$ cat config.mk
export PLATFORM = sky130hd
export DESIGN_NAME = adder_arbiter
export DESIGN_NICKNAME = d
export VERILOG_FILES = /design/src/rtl/adder_arbiter.sv
export SDC_FILE = /design/constraint.sdc
export NUM_CORES = 1
export LEC_CHECK = 0
export ABC_AREA = 1
export BUFFER_PORTS_ARGS = -buffer_cell sky130_fd_sc_hd__buf_4
export CAP_MARGIN = 25
export CORE_MARGIN = 2
export CORE_UTILIZATION = 40
export DETAILED_ROUTE_END_ITERATION = 10
export PLACE_DENSITY = 0.68
export SLEW_MARGIN = 25
export SYNTH_ARGS = -nofsm -noshare
export SYNTH_HDL_FRONTEND = slang
export SYNTH_HIERARCHICAL = 1
export SYNTH_SLANG_ARGS = --single-unit
$ cat constraint.sdc
create_clock -name clk -period 3.35 [get_ports clk]
set_input_delay 0.5025 -clock clk [delete_from_list [all_inputs] [get_ports clk]]
set_output_delay 0.5025 -clock clk [all_outputs]
set_load 0.01 [all_outputs]
$ cat src/rtl/adder_arbiter.sv
// Shares one 32-bit carry-lookahead adder among NREQ valid/ready requesters.
// Define ADDER_ARB_RR_EN for round-robin arbitration; otherwise fixed priority (lowest index wins).

module Adder32 (
  input  logic [31:0] in1_i,
  input  logic [31:0] in2_i,
  input  logic        cin_i,
  output logic [32:0] sum_o
);

  logic [31:0] g;
  logic [31:0] p;
  logic [31:0] c;
  logic [7:0]  gg;
  logic [7:0]  gp;
  logic [8:0]  gc;

  // 4-bit lookahead groups, group carries chained across the eight groups
  always_comb begin
    g  = in1_i & in2_i;
    p  = in1_i ^ in2_i;
    gg = '0;
    gp = '0;
    gc = '0;
    c  = '0;
    for (int k = 0; k < 8; k++) begin
      gg[k] = g[4*k+3] | (p[4*k+3] & g[4*k+2]) | (&p[4*k+2 +: 2] & g[4*k+1])
            | (&p[4*k+1 +: 3] & g[4*k]);
      gp[k] = &p[4*k +: 4];
    end
    gc[0] = cin_i;
    for (int k = 0; k < 8; k++) begin
      gc[k+1] = gg[k] | (gp[k] & gc[k]);
    end
    for (int k = 0; k < 8; k++) begin
      c[4*k]   = gc[k];
      c[4*k+1] = g[4*k] | (p[4*k] & gc[k]);
      c[4*k+2] = g[4*k+1] | (p[4*k+1] & g[4*k]) | (&p[4*k +: 2] & gc[k]);
      c[4*k+3] = g[4*k+2] | (p[4*k+2] & g[4*k+1]) | (&p[4*k+1 +: 2] & g[4*k])
               | (&p[4*k +: 3] & gc[k]);
    end
  end

  assign sum_o = {gc[8], p ^ c};

endmodule

module adder_arbiter #(
  parameter  int unsigned NREQ = 4,
  localparam int unsigned IDW  = $clog2(NREQ)
) (
  input  logic                 clk,
  input  logic                 rst_n,
  input  logic [NREQ-1:0]      req_valid,
  output logic [NREQ-1:0]      req_ready,
  input  logic [NREQ-1:0]      req_cin,
  input  logic [32*NREQ-1:0]   req_in1,
  input  logic [32*NREQ-1:0]   req_in2,
  output logic                 rsp_valid,
  input  logic                 rsp_ready,
  output logic [IDW-1:0]       rsp_id,
  output logic [32:0]          rsp_sum
);

  typedef enum logic [1:0] {IDLE, CALC, RESP} state_e;

  state_e          state_q, state_d;
  logic [31:0]     in1_q, in1_d;
  logic [31:0]     in2_q, in2_d;
  logic            cin_q, cin_d;
  logic [IDW-1:0]  id_q, id_d;
  logic [32:0]     rsp_sum_q, rsp_sum_d;
  logic [IDW-1:0]  rsp_id_q, rsp_id_d;
  logic            rsp_valid_q, rsp_valid_d;

  logic [IDW-1:0]  grant;
  logic [IDW-1:0]  cand;
  logic            any_valid;
  logic [32:0]     add_sum;

  logic [31:0]     in1_arr [NREQ];
  logic [31:0]     in2_arr [NREQ];

  for (genvar gi = 0; gi < NREQ; gi++) begin : g_unpack
    assign in1_arr[gi] = req_in1[32*gi +: 32];
    assign in2_arr[gi] = req_in2[32*gi +: 32];
  end

  // Adder only ever sees the latched operands
  Adder32 u_adder (
    .in1_i (in1_q),
    .in2_i (in2_q),
    .cin_i (cin_q),
    .sum_o (add_sum)
  );

`ifdef ADDER_ARB_RR_EN
  logic [IDW-1:0] ptr_q, ptr_d;

  // Search upward from the pointer, wrapping at NREQ
  always_comb begin
    grant     = '0;
    cand      = '0;
    any_valid = 1'b0;
    for (int unsigned i = 0; i < NREQ; i++) begin
      cand = IDW'((32'(ptr_q) + i) % NREQ);
      if (!any_valid && req_valid[cand]) begin
        grant     = cand;
        any_valid = 1'b1;
      end
    end
  end
`else
  always_comb begin
    grant     = '0;
    cand      = '0;
    any_valid = 1'b0;
    for (int unsigned i = 0; i < NREQ; i++) begin
      cand = IDW'(i);
      if (!any_valid && req_valid[cand]) begin
        grant     = cand;
        any_valid = 1'b1;
      end
    end
  end
`endif

  always_comb begin
    state_d     = state_q;
    req_ready   = '0;
    in1_d       = in1_q;
    in2_d       = in2_q;
    cin_d       = cin_q;
    id_d        = id_q;
    rsp_sum_d   = rsp_sum_q;
    rsp_id_d    = rsp_id_q;
    rsp_valid_d = rsp_valid_q;
`ifdef ADDER_ARB_RR_EN
    ptr_d       = ptr_q;
`endif
    unique case (state_q)
      IDLE: begin
        if (any_valid) begin
          req_ready[grant] = 1'b1;
          in1_d            = in1_arr[grant];
          in2_d            = in2_arr[grant];
          cin_d            = req_cin[grant];
          id_d             = grant;
          state_d          = CALC;
`ifdef ADDER_ARB_RR_EN
          ptr_d            = IDW'((32'(grant) + 32'd1) % NREQ);
`endif
        end
      end
      CALC: begin
        rsp_sum_d   = add_sum;
        rsp_id_d    = id_q;
        rsp_valid_d = 1'b1;
        state_d     = RESP;
      end
      RESP: begin
        if (rsp_ready) begin
          rsp_valid_d = 1'b0;
          state_d     = IDLE;
        end
      end
      default: begin
        rsp_valid_d = 1'b0;
        state_d     = IDLE;
      end
    endcase
  end

  always_ff @(posedge clk or negedge rst_n) begin
    if (!rst_n) begin
      state_q     <= IDLE;
      in1_q       <= '0;
      in2_q       <= '0;
      cin_q       <= 1'b0;
      id_q        <= '0;
      rsp_sum_q   <= '0;
      rsp_id_q    <= '0;
      rsp_valid_q <= 1'b0;
`ifdef ADDER_ARB_RR_EN
      ptr_q       <= '0;
`endif
    end else begin
      state_q     <= state_d;
      in1_q       <= in1_d;
      in2_q       <= in2_d;
      cin_q       <= cin_d;
      id_q        <= id_d;
      rsp_sum_q   <= rsp_sum_d;
      rsp_id_q    <= rsp_id_d;
      rsp_valid_q <= rsp_valid_d;
`ifdef ADDER_ARB_RR_EN
      ptr_q       <= ptr_d;
`endif
    end
  end

  assign rsp_valid = rsp_valid_q;
  assign rsp_id    = rsp_id_q;
  assign rsp_sum   = rsp_sum_q;

endmodule

# --- Yosys cells after proc, flatten, opt, wreduce, memory -nomap -nowiden ---
# Cells that the tools add are included.
classes:
  magnitude_cmp: 3
  n_eq_ne: 4
  n_mux: 24
  bitwise_logic: 165
  reduce_logical: 59
op_table:
  columns: ["op", "count"]
  rows:
  - ["$bmux 32 s2", 2]
  - ["$mux 32", 4]
  - ["$and 1x1->1", 80]
  - ["$or 1x1->1", 80]
  - ["$xor 32x32->32", 2]
  - ["$reduce_and 2->1", 27]
  - ["$reduce_and 3->1", 16]
  - ["$and 32x32->32", 1]
  - ["$reduce_and 4->1", 8]
  - ["$mux 1", 8]
  - ["$mux 2", 4]
  - ["$mux 4", 2]
  - ["$pmux 2 s3", 1]
  - ["$logic_and 1x1->1", 4]
  - ["$ne 2x2->1 const B", 2]
  - ["$ge 3x3->1 const B", 1]
  - ["$logic_not 1->1", 3]
  - ["$lt 2x3->1 const B", 1]
  - ["$not 2->3", 1]
  - ["$pmux 1 s3", 1]
  - ["$bmux 1 s2", 1]
  - ["$demux 1 s2", 1]
  - ["$eq 2x1->1 const B", 1]
  - ["$eq 2x2->1 const B", 1]
  - ["3 further kinds", 3]
totals:
  ff_bits: 105
  in_bits: 267
  wordCells: 263

# --- Depth between registers and ports, before layout ---
# Gate-level depths: netlist (run 1).
depth:
  word_depth: 21
  ltp_mapped: 22
  ltp_nobuf: 22

# --- Modules after synthesis ---
# The synthesis (run 1) kept the hierarchy.
by_module_without_submodules:
  columns: ["module", "instances", "cells_per_inst", "area_per_inst_um2", "seq_area_each_um2"]
  rows:
  - ["adder_arbiter", 1, 1111, 7135.6, 2627.5]
  - ["Adder32", 1, 182, 1348.8, 0.0]

# --- Worst setup path after synthesis (run 1) ---
# No wires, ideal clock.
synth_path:
  kind: "reg2reg"
  from: "register in1_q[7]"
  to: "register rsp_sum_q[29], in the netlist rsp_sum[29]"
  setup_time_ns: 0.125
  arrival_time_ns: 2.511
  required_ns: 3.225
  setup_slack_ns: 0.714
  stages_incl_launch_ff: 19
  n_path_buf: 0
  period_less_slack_ns: 2.636
  cell_sequence: "dfrtp_1 > ha_1 > a21oi_1 > nand2_1 > a21oi_2 > nand2_2 > nand2_2 > nand2_4 > nand2_2 > nand2_4 > nand2_4 > nand2_4 > nand2_2 > nand2_4 > nand2_2 > nand2_4 > fa_1 > xor2_1 > mux2_2"
synth_via:
  elab_chain_cells: 19
  word_cells_on_any_way: 26
synth_rtl:
  columns: ["element", "line_no", "rtl"]
  rows:
  - ["from (decl)", "68", "logic [31:0] in1_q, in1_d;"]
  - ["from (signal assigned)", "189", "in1_q <= in1_d;"]
  - ["$xor 32x32->32", "21", "p = in1_i ^ in2_i;"]
  - ["$and 1x1->1 or $reduce_and 2->1 (tied branches)", "27", "gg[k] = g[4*k+3] | (p[4*k+3] & g[4*k+2]) | (&p[4*k+2 +: 2] & g[4*k+1])"]
  - ["$or 1x1->1 or $and 1x1->1 (tied branches)", "27", null]
  - ["$or 1x1->1", "27", null]
  - ["$or 1x1->1", "28", "| (&p[4*k+1 +: 3] & g[4*k]);"]
  - ["$or 1x1->1 *", "33", "gc[k+1] = gg[k] | (gp[k] & gc[k]);"]
  - ["$and 1x1->1 *", "33", null]
  - ["$or 1x1->1 *", "33", null]
  - ["[... 4 more ...]", null, null]
  - ["$and 1x1->1 *", "33", null]
  - ["$or 1x1->1 *", "33", null]
  - ["$and 1x1->1 *", "33", null]
  - ["$or 1x1->1 *", "33", null]
  - ["$and 1x1->1 *", "37", "c[4*k+1] = g[4*k] | (p[4*k] & gc[k]);"]
  - ["$or 1x1->1 *", "37", null]
  - ["$xor 32x32->32 *", "44", "assign sum_o = {gc[8], p ^ c};"]
  - ["net add_sum[29]", "79", "logic [32:0] add_sum;"]
  - ["to (signal assigned)", "193", "rsp_sum_q <= rsp_sum_d;"]
  - ["to (decl)", "72", "logic [32:0] rsp_sum_q, rsp_sum_d;"]
# The timed path passes the listed nets; every way through them passes the cells marked *.
# A chain may end at the register's enable or synchronous reset.

# --- Worst setup path in the final report (run 1) ---
layout_path:
  from: "register in1_q[9]"
  to: "register rsp_sum_q[29], in the netlist rsp_sum[29]"
layout_via:
  elab_chain_cells: 16
  word_cells_on_any_way: 21
layout_rtl:
  columns: ["element", "line_no"]
  rows:
  - ["$xor 32x32->32 or $and 32x32->32 (tied branches)", "21, 20"]
  - ["$reduce_and 3->1 or $and 1x1->1 (tied branches)", "28, 27"]
  - ["$and 1x1->1 or $or 1x1->1 (tied branches)", "28, 27"]
  - ["$or 1x1->1", "28"]
  - ["$or 1x1->1 *", "33"]
  - ["$and 1x1->1 *", "33"]
  - ["$or 1x1->1 *", "33"]
  - ["$and 1x1->1 *", "33"]
  - ["$or 1x1->1 *", "33"]
  - ["$and 1x1->1 *", "33"]
  - ["$or 1x1->1 *", "33"]
  - ["$and 1x1->1 *", "33"]
  - ["$or 1x1->1 *", "33"]
  - ["$and 1x1->1 *", "37"]
  - ["$or 1x1->1 *", "37"]
  - ["$xor 32x32->32 *", "44"]
  - ["net add_sum[29]", "79"]
# Marks and branches as above.

==> impl_metrics.tcl, run 1 <==
set metrics [dict create \
    post-route-min-period_ns 2.84 \
    globalplace.congestion 0.846 \
    fin_setup_tns_ns 0 \
    num_rows 53 \
    drt-pass1-iter-count 4 \
    rsz0062_at_grt "false" \
    slew_headroom_pct 33.6 \
    diodes 0 \
    grt_pass1_wl_microns 41300 \
    grt.overflow.total 0 \
    use_met3_pct 3.60 \
    synthMostInstantiatedCell "nand2_1" \
    synthDistinctLibCells 35 \
    crit_family "simple AND/OR/NAND/NOR gates" \
    worstSetupStartpoint "in1_q[9]$_DFFE_PN0P_" \
    dieArea_sq_um 22400 \
    drc 0 \
    rr_worst_depth 16 \
    hold_buffers 0 \
    synth_edf_count 0 \
    instances_no_fill 1834 \
    fillCellCount 2127 \
    ant_nets 0 \
    wl_per_cell_microns 14.1 \
    synth_top_area_share_pct 31.0 \
    cts_buffers 9 \
    fmax_mhz 352 \
    cts_tree "built" \
    via_per_inst 4.79 \
    clkLatencyLatePin_ns 0.34 \
    busiest_layer "met2" \
    ys_seq_elements 105 \
    vias 8779 \
    crit_cells 16 \
    io_pins 307 \
    syn-cell-area_sq_um 8480 \
    dpl.cell_count 1818 \
    syn_inst 1293 \
    cp-end-kind "flip-flop" \
    grt_util_met2_pct 39.6 \
    cp-endpoint "rsp_sum[29]$_DFFE_PN0P_" \
    core_area_sq_um 20900 \
    maxCapViolCount 0 \
    cpMostUsedCell "nand2_4" \
    antenna_found_initial 0 \
    drive_gt1_share_pct 26.8 \
    start_util_pct 40.6 \
    yosysTopAreaCell "dfrtp_1" \
    status "finished, final reports clean" \
    hold_viol 0 \
    clockBufferDepth 2 \
    ctsResizeCount 0 \
    area_growth_syn_to_layout_pct 32.9 \
    p_leak_nw 6.80 \
    crit_arrival_ns 3.07 \
    power.density_nw_per_um2 733 \
    grt_max_degree 112 \
    final_area_sq_um 11300 \
    finalWirelength_microns 25900 \
    grt_pass1_vias 8399 \
    grt_usage_pct 23.3 \
    yosysWarnings 6 \
    hold_path.class "input pin to asynchronous set/reset pin" \
    finalMaxSlewViolations 0 \
    seq_area_sq_um 2630 \
    cts_sinks 105 \
    worst_slew_pin_slew_ns 0.992 \
    ys_async_sr_fraction_pct 100 \
    crit_path_max_incr_delay_ns 0.39 \
    cts_max_level 3 \
    r2r-end "rsp_sum[29]$_DFFE_PN0P_" \
    synth_area_leaders "dfrtp_1 (31%), nand2_1 (18%), nand3_1 (15%)" \
    synth_ff_type "dfrtp_1" \
    path_buf_inv 0 \
    nNetsFinal 1861 \
    setup-violations-final 0 \
    synth.avg_cell_area_sq_um 6.56 \
    place_hpwl_microns 19900 \
    fin_skew_ns 0.00807 \
    synth_fp_nets 1600 \
    r2r-start "in1_q[9]$_DFFE_PN0P_" \
    path_clk_slew_ns 0.07 \
    multiInputGateArea_sq_um 4550 \
    yosys-top-cells-count "nand2_1 (406), inv_1 (263), nand3_1 (262)" \
    ff2ff_setup_slack_ns 0.51 \
    ir_worst_vdd_mv 0.335 \
    met1_usage_pct 30.4 \
    period_share_pct 84.8 \
    critPathSlowestCell "dfrtp_1" \
    worstSetupPathType "flip-flop to flip-flop" \
    cp.required_ns 3.58 \
    path_cells "ha_1 > a21oi_2 > nor2_1 > a211oi_2 > nand2_4 > nand2_2 > nand2_4 > nand2_4 > nand2_4 > nand2_2 > nand2_4 > nand2_2 > nand2_4 > fa_1 > xor2_1 > mux2_2" \
    yosysSeqAreaShare_pct 31.0 \
    die_h_microns 150 \
    port_buffers 306 \
    cts_setup_buffers 0 \
    root_buffer "clkbuf_16" \
    die_w_microns 150 \
    placed_cell_area_sq_um 11000 \
    drtIter0Drc 340 \
    path_max_fanout 4 \
    startpoint_type "flip-flop" \
]
logic make-up (layout without fill, tap and decap cells):
kind of cell             after synthesis  after routing  synth area share [%]
XOR/XNOR                              21             21                  2.17
adder cells (fa/ha/maj)               40             40                  6.61
buffers and inverters                334            600                  15.8
flip-flops                           105            105                  31.0
AND/OR/NAND/NOR                      732            732                  38.0
AO/OA/AOI/OAI                         27             27                  1.92
multiplexers                          34             34                  4.51
layout by cell type (no fill, tap or decap), types with 2 or more instances in the layout:
master	instances
nand2_1	403
buf_4	313
inv_1	261
nand3_1	261
dfrtp_1	105
mux2_2	34
ha_1	32
or2_2	20
nor2_1	18
xor2_1	16
a21oi_1	15
nand2_2	12
clkbuf_16	9
nand2_4	8
fa_1	8
buf_12	5
xnor2_1	5
inv_2	4
o21ai_0	3
a211oi_1	3
nor2_2	2
nor3_1	2
clkbuf_1	2
a21oi_2	2
how the worst min path moves through the flow:
stage | startpoint | endpoint | slack (ns) | cells after the start
3_3_place_gp | id_q[0]$_DFFE_PN0P_ | id_q[0]$_DFFE_PN0P_ | 0.46 | 2
4_1_cts | rst_n | rsp_sum[19]$_DFFE_PN0P_ | 0.30 | 1
3_5_place_dp | id_q[0]$_DFFE_PN0P_ | id_q[0]$_DFFE_PN0P_ | 0.46 | 2
6_report | rst_n | rsp_sum[19]$_DFFE_PN0P_ | 0.28 | 1
5_1_grt | rst_n | rsp_sum[19]$_DFFE_PN0P_ | 0.36 | 1
2_1_floorplan | rst_n | cin_q$_DFFE_PN0P_ | 0.21 | 0
registers in the layout, summed over array words and instances, names as in the netlist:
| register | cells |
|---|---|
| rsp_sum | 33 |
| in1_q | 32 |
| in2_q | 32 |
| id_q | 2 |
| rsp_id | 2 |
| state_q | 2 |
| cin_q | 1 |
| rsp_valid | 1 |
through the flow:
step	setup slack, ns	hold WS [ns]	power (W)	util, %
after floorplan	0.714	0.207	0.00564	-
after global placement	0.574	0.461	0.00708	52.4
after detailed placement	0.526	0.463	0.00724	52.5
after CTS	0.502	0.301	0.00835	54.0
after global routing	0.297	0.358	0.00904	54.0
final	0.509	0.276	0.00826	54.0
layer usage:
layer | vias up | wire length [microns]
li1 | 4466 | -
met1 | 4010 | 11500
met2 | 273 | 12300
met3 | 30 | 1560
met4 | 0 | 499
met5 | - | 0
power by group:
part / internal [W] / switching [W] / leakage (nW)
registers: 0.00193 / 0.000406 / 1.27
logic: 0.00219 / 0.00267 / 5.39
clock network: 0.000602 / 0.000458 / 0.143
total: 0.00472 / 0.00354 / 6.80
final cells by class:
cell class	count	area share (%)
well taps	275	3.05
repair buffers	318	21.7
multi-input cells	854	40.4
clock inverters	4	0.455
inverters	266	8.86
clock buffers	12	2.19
flip-flops and latches	105	23.3
Power figures use the tool's default switching activity.
==> run 2, diff against run 1 <==
==> constraint.sdc (replaced) <==
create_clock -name clk -period 2.75 [get_ports clk]
set_input_delay 0.4125 -clock clk [delete_from_list [all_inputs] [get_ports clk]]
set_output_delay 0.4125 -clock clk [all_outputs]
set_load 0.01 [all_outputs]
==> run 2 against run 1 <==
  * Sequential power rose by 24%
  * Combinational power is 29% higher
  * Flip-flop and latch count did not move
  * Die area stayed put
==> impl_metrics.tcl, run 2 (synthesis results as in run 1) <==
set metrics [dict create \
    area_growth_syn_to_layout_pct 35.1 \
    power.internal_w 0.00597 \
    power.density_nw_per_um2 912 \
    path_buf_inv 0 \
    diodes 0 \
    multiInputGateArea_sq_um 4680 \
    clkPwrFrac_pct 12.3 \
    cp-end-kind "flip-flop" \
    crit_cells 20 \
    crit_path_max_incr_delay_ns 0.40 \
    fin_setup_tns_ns 0 \
    finalMaxSlewViolations 0 \
    slew_headroom_pct 35.0 \
    r2r-start "in1_q[0]$_DFFE_PN0P_" \
    cpMostUsedCell "nand2_4" \
    drtIter0Drc 267 \
    post-route-min-period_ns 2.68 \
    root_buffer "clkbuf_16" \
    critPathSlowestCell "dfrtp_1" \
    r2r-end "rsp_sum[29]$_DFFE_PN0P_" \
    cp.required_ns 2.98 \
    drive_gt1_share_pct 28.1 \
    grt_max_degree 108 \
    ant_nets 0 \
    ff2ff_setup_slack_ns 0.07 \
    die_w_microns 150 \
    num_rows 53 \
    cts_max_level 3 \
    drt-pass1-iter-count 5 \
    dpl.cell_count 1826 \
    rsz0062_at_grt "true" \
    drc 0 \
    power_frac_seq_pct 27.8 \
    fmax_mhz 373 \
    final_cell_mix "nand2_1 (400), buf_4 (323), inv_1 (261), nand3_1 (261), dfrtp_1 (105)" \
    worst_slew_pin_slew_ns 0.972 \
    port_buffers 306 \
    path_clk_slew_ns 0.07 \
    crit_arrival_ns 2.92 \
    vias 8839 \
    clockBufferDepth 2 \
    globalplace.congestion 0.854 \
    p_sw_w 0.00449 \
    worstSetupPathType "flip-flop to flip-flop" \
    cp-endpoint "rsp_sum[29]$_DFFE_PN0P_" \
    place_hpwl_microns 20000 \
    crit_family "simple AND/OR/NAND/NOR gates" \
    maxCapViolCount 0 \
    swShare_pct 42.9 \
    ir_worst_vdd_mv 0.609 \
    path_max_fanout 3 \
    cts_tree "built" \
    clkLatencyLatePin_ns 0.35 \
    wl_per_cell_microns 14.3 \
    startpoint_type "flip-flop" \
    antenna_found_initial 0 \
    nNetsFinal 1871 \
    setup-violations-final 0 \
    dieArea_sq_um 22400 \
    start_util_pct 40.6 \
    seq_area_sq_um 2630 \
    rr_worst_depth 20 \
    core_area_sq_um 20900 \
    period_share_pct 97.5 \
    largest_register_ffs 33 \
    power.total_w 0.0105 \
    via_per_inst 4.80 \
    cts_buffers 9 \
    hold_path.class "input pin to asynchronous set/reset pin" \
    p_leak_nw 6.88 \
    die_h_microns 150 \
    path_cells "ha_1 > nand2_1 > nand2_2 > nand3_2 > nand2_2 > nand2_2 > nand2_2 > nand2_2 > nand2_4 > nand2_4 > nand2_4 > nand2_4 > nand2_4 > nand2_4 > nand2_4 > nand2_4 > nand2_4 > fa_2 > xor2_1 > mux2_2" \
    final_common_cell "nand2_1" \
    worstSetupStartpoint "in1_q[0]$_DFFE_PN0P_" \
    io_pins 307 \
    fin_skew_ns 0.0116 \
    cts_sinks 105 \
    hold_viol 0 \
    grt_pass1_wl_microns 41600 \
    grt_pass1_vias 8418 \
    finalWirelength_microns 26400 \
    grt.overflow.total 0 \
    combPwrFrac_pct 60.0 \
    instances_no_fill 1843 \
    fillCellCount 2088 \
    status "finished, final reports clean" \
    hold_buffers 0 \
    grt_usage_pct 23.5 \
]
run 2: changes by cell type in the layout (fill, tap and decap cells not counted), moves of 3 or more:
cell,change
buf_4,+10
ha_1,-7
ha_4,+7
nand2_1,-3
nand2_4,+3
run 2: power groups by stage:
stage          clock network, W  logic (W)  registers (W)
2_1_floorplan                 0    0.00397        0.00290
3_3_place_gp                  0    0.00593        0.00283
3_5_place_dp                  0    0.00607        0.00288
4_1_cts                 0.00132    0.00621        0.00289
5_1_grt                 0.00138    0.00698        0.00300
6_report                0.00128    0.00627        0.00290
run 2: timing repair:
item / CTS / global route
endpoints found under the setup margin: 1 / 4
buffers inserted: 1 / 1
resized for setup: 7 / 9
pin swaps: 1 / 3
run 2: how the worst min path moves through the flow:
stage	from	endpoint	slack, ns	depth (start not counted)
2_1_floorplan	rst_n	cin_q$_DFFE_PN0P_	0.12	0
3_3_place_gp	id_q[0]$_DFFE_PN0P_	id_q[0]$_DFFE_PN0P_	0.46	2
3_5_place_dp	id_q[0]$_DFFE_PN0P_	id_q[0]$_DFFE_PN0P_	0.47	2
4_1_cts	rst_n	in1_q[18]$_DFFE_PN0P_	0.10	1
5_1_grt	rst_n	in2_q[18]$_DFFE_PN0P_	0.13	1
6_report	rst_n	in2_q[18]$_DFFE_PN0P_	0.08	1
run 2: final cells by class:
type | count | share of cell area, %
flip-flops and latches | 105 | 22.9
well taps | 275 | 3.00
clock inverters | 4 | 0.459
inverters | 266 | 8.74
multi-input cells | 854 | 40.8
repair buffers | 328 | 22.0
clock buffers | 11 | 2.03
run 2: layer usage:
| layer | up-vias | GRT usage [%] | part of all wire (%) |
|---|---|---|---|
| met3 | 27 | 3.63 | 6.3 |
| met5 | - | 0 | 0 |
| met1 | 4051 | 30.9 | 44 |
| li1 | 4491 | - | - |
| met2 | 270 | 39.9 | 48 |
| met4 | 0 | 7.24 | 1.9 |
run 2: metrics by stage:
step / hold WS, ns / area, sq um / utilization (%) / worst slack [ns]
2_1_floorplan: 0.117 / 8480 / - / 0.114
3_3_place_gp: 0.459 / 11000 / 52.8 / 0.0119
3_5_place_dp: 0.467 / 11000 / 52.8 / -0.0440
4_1_cts: 0.100 / 11400 / 54.6 / 0.0461
5_1_grt: 0.126 / 11500 / 54.9 / -0.0339
6_report: 0.0779 / 11500 / 54.9 / 0.0692
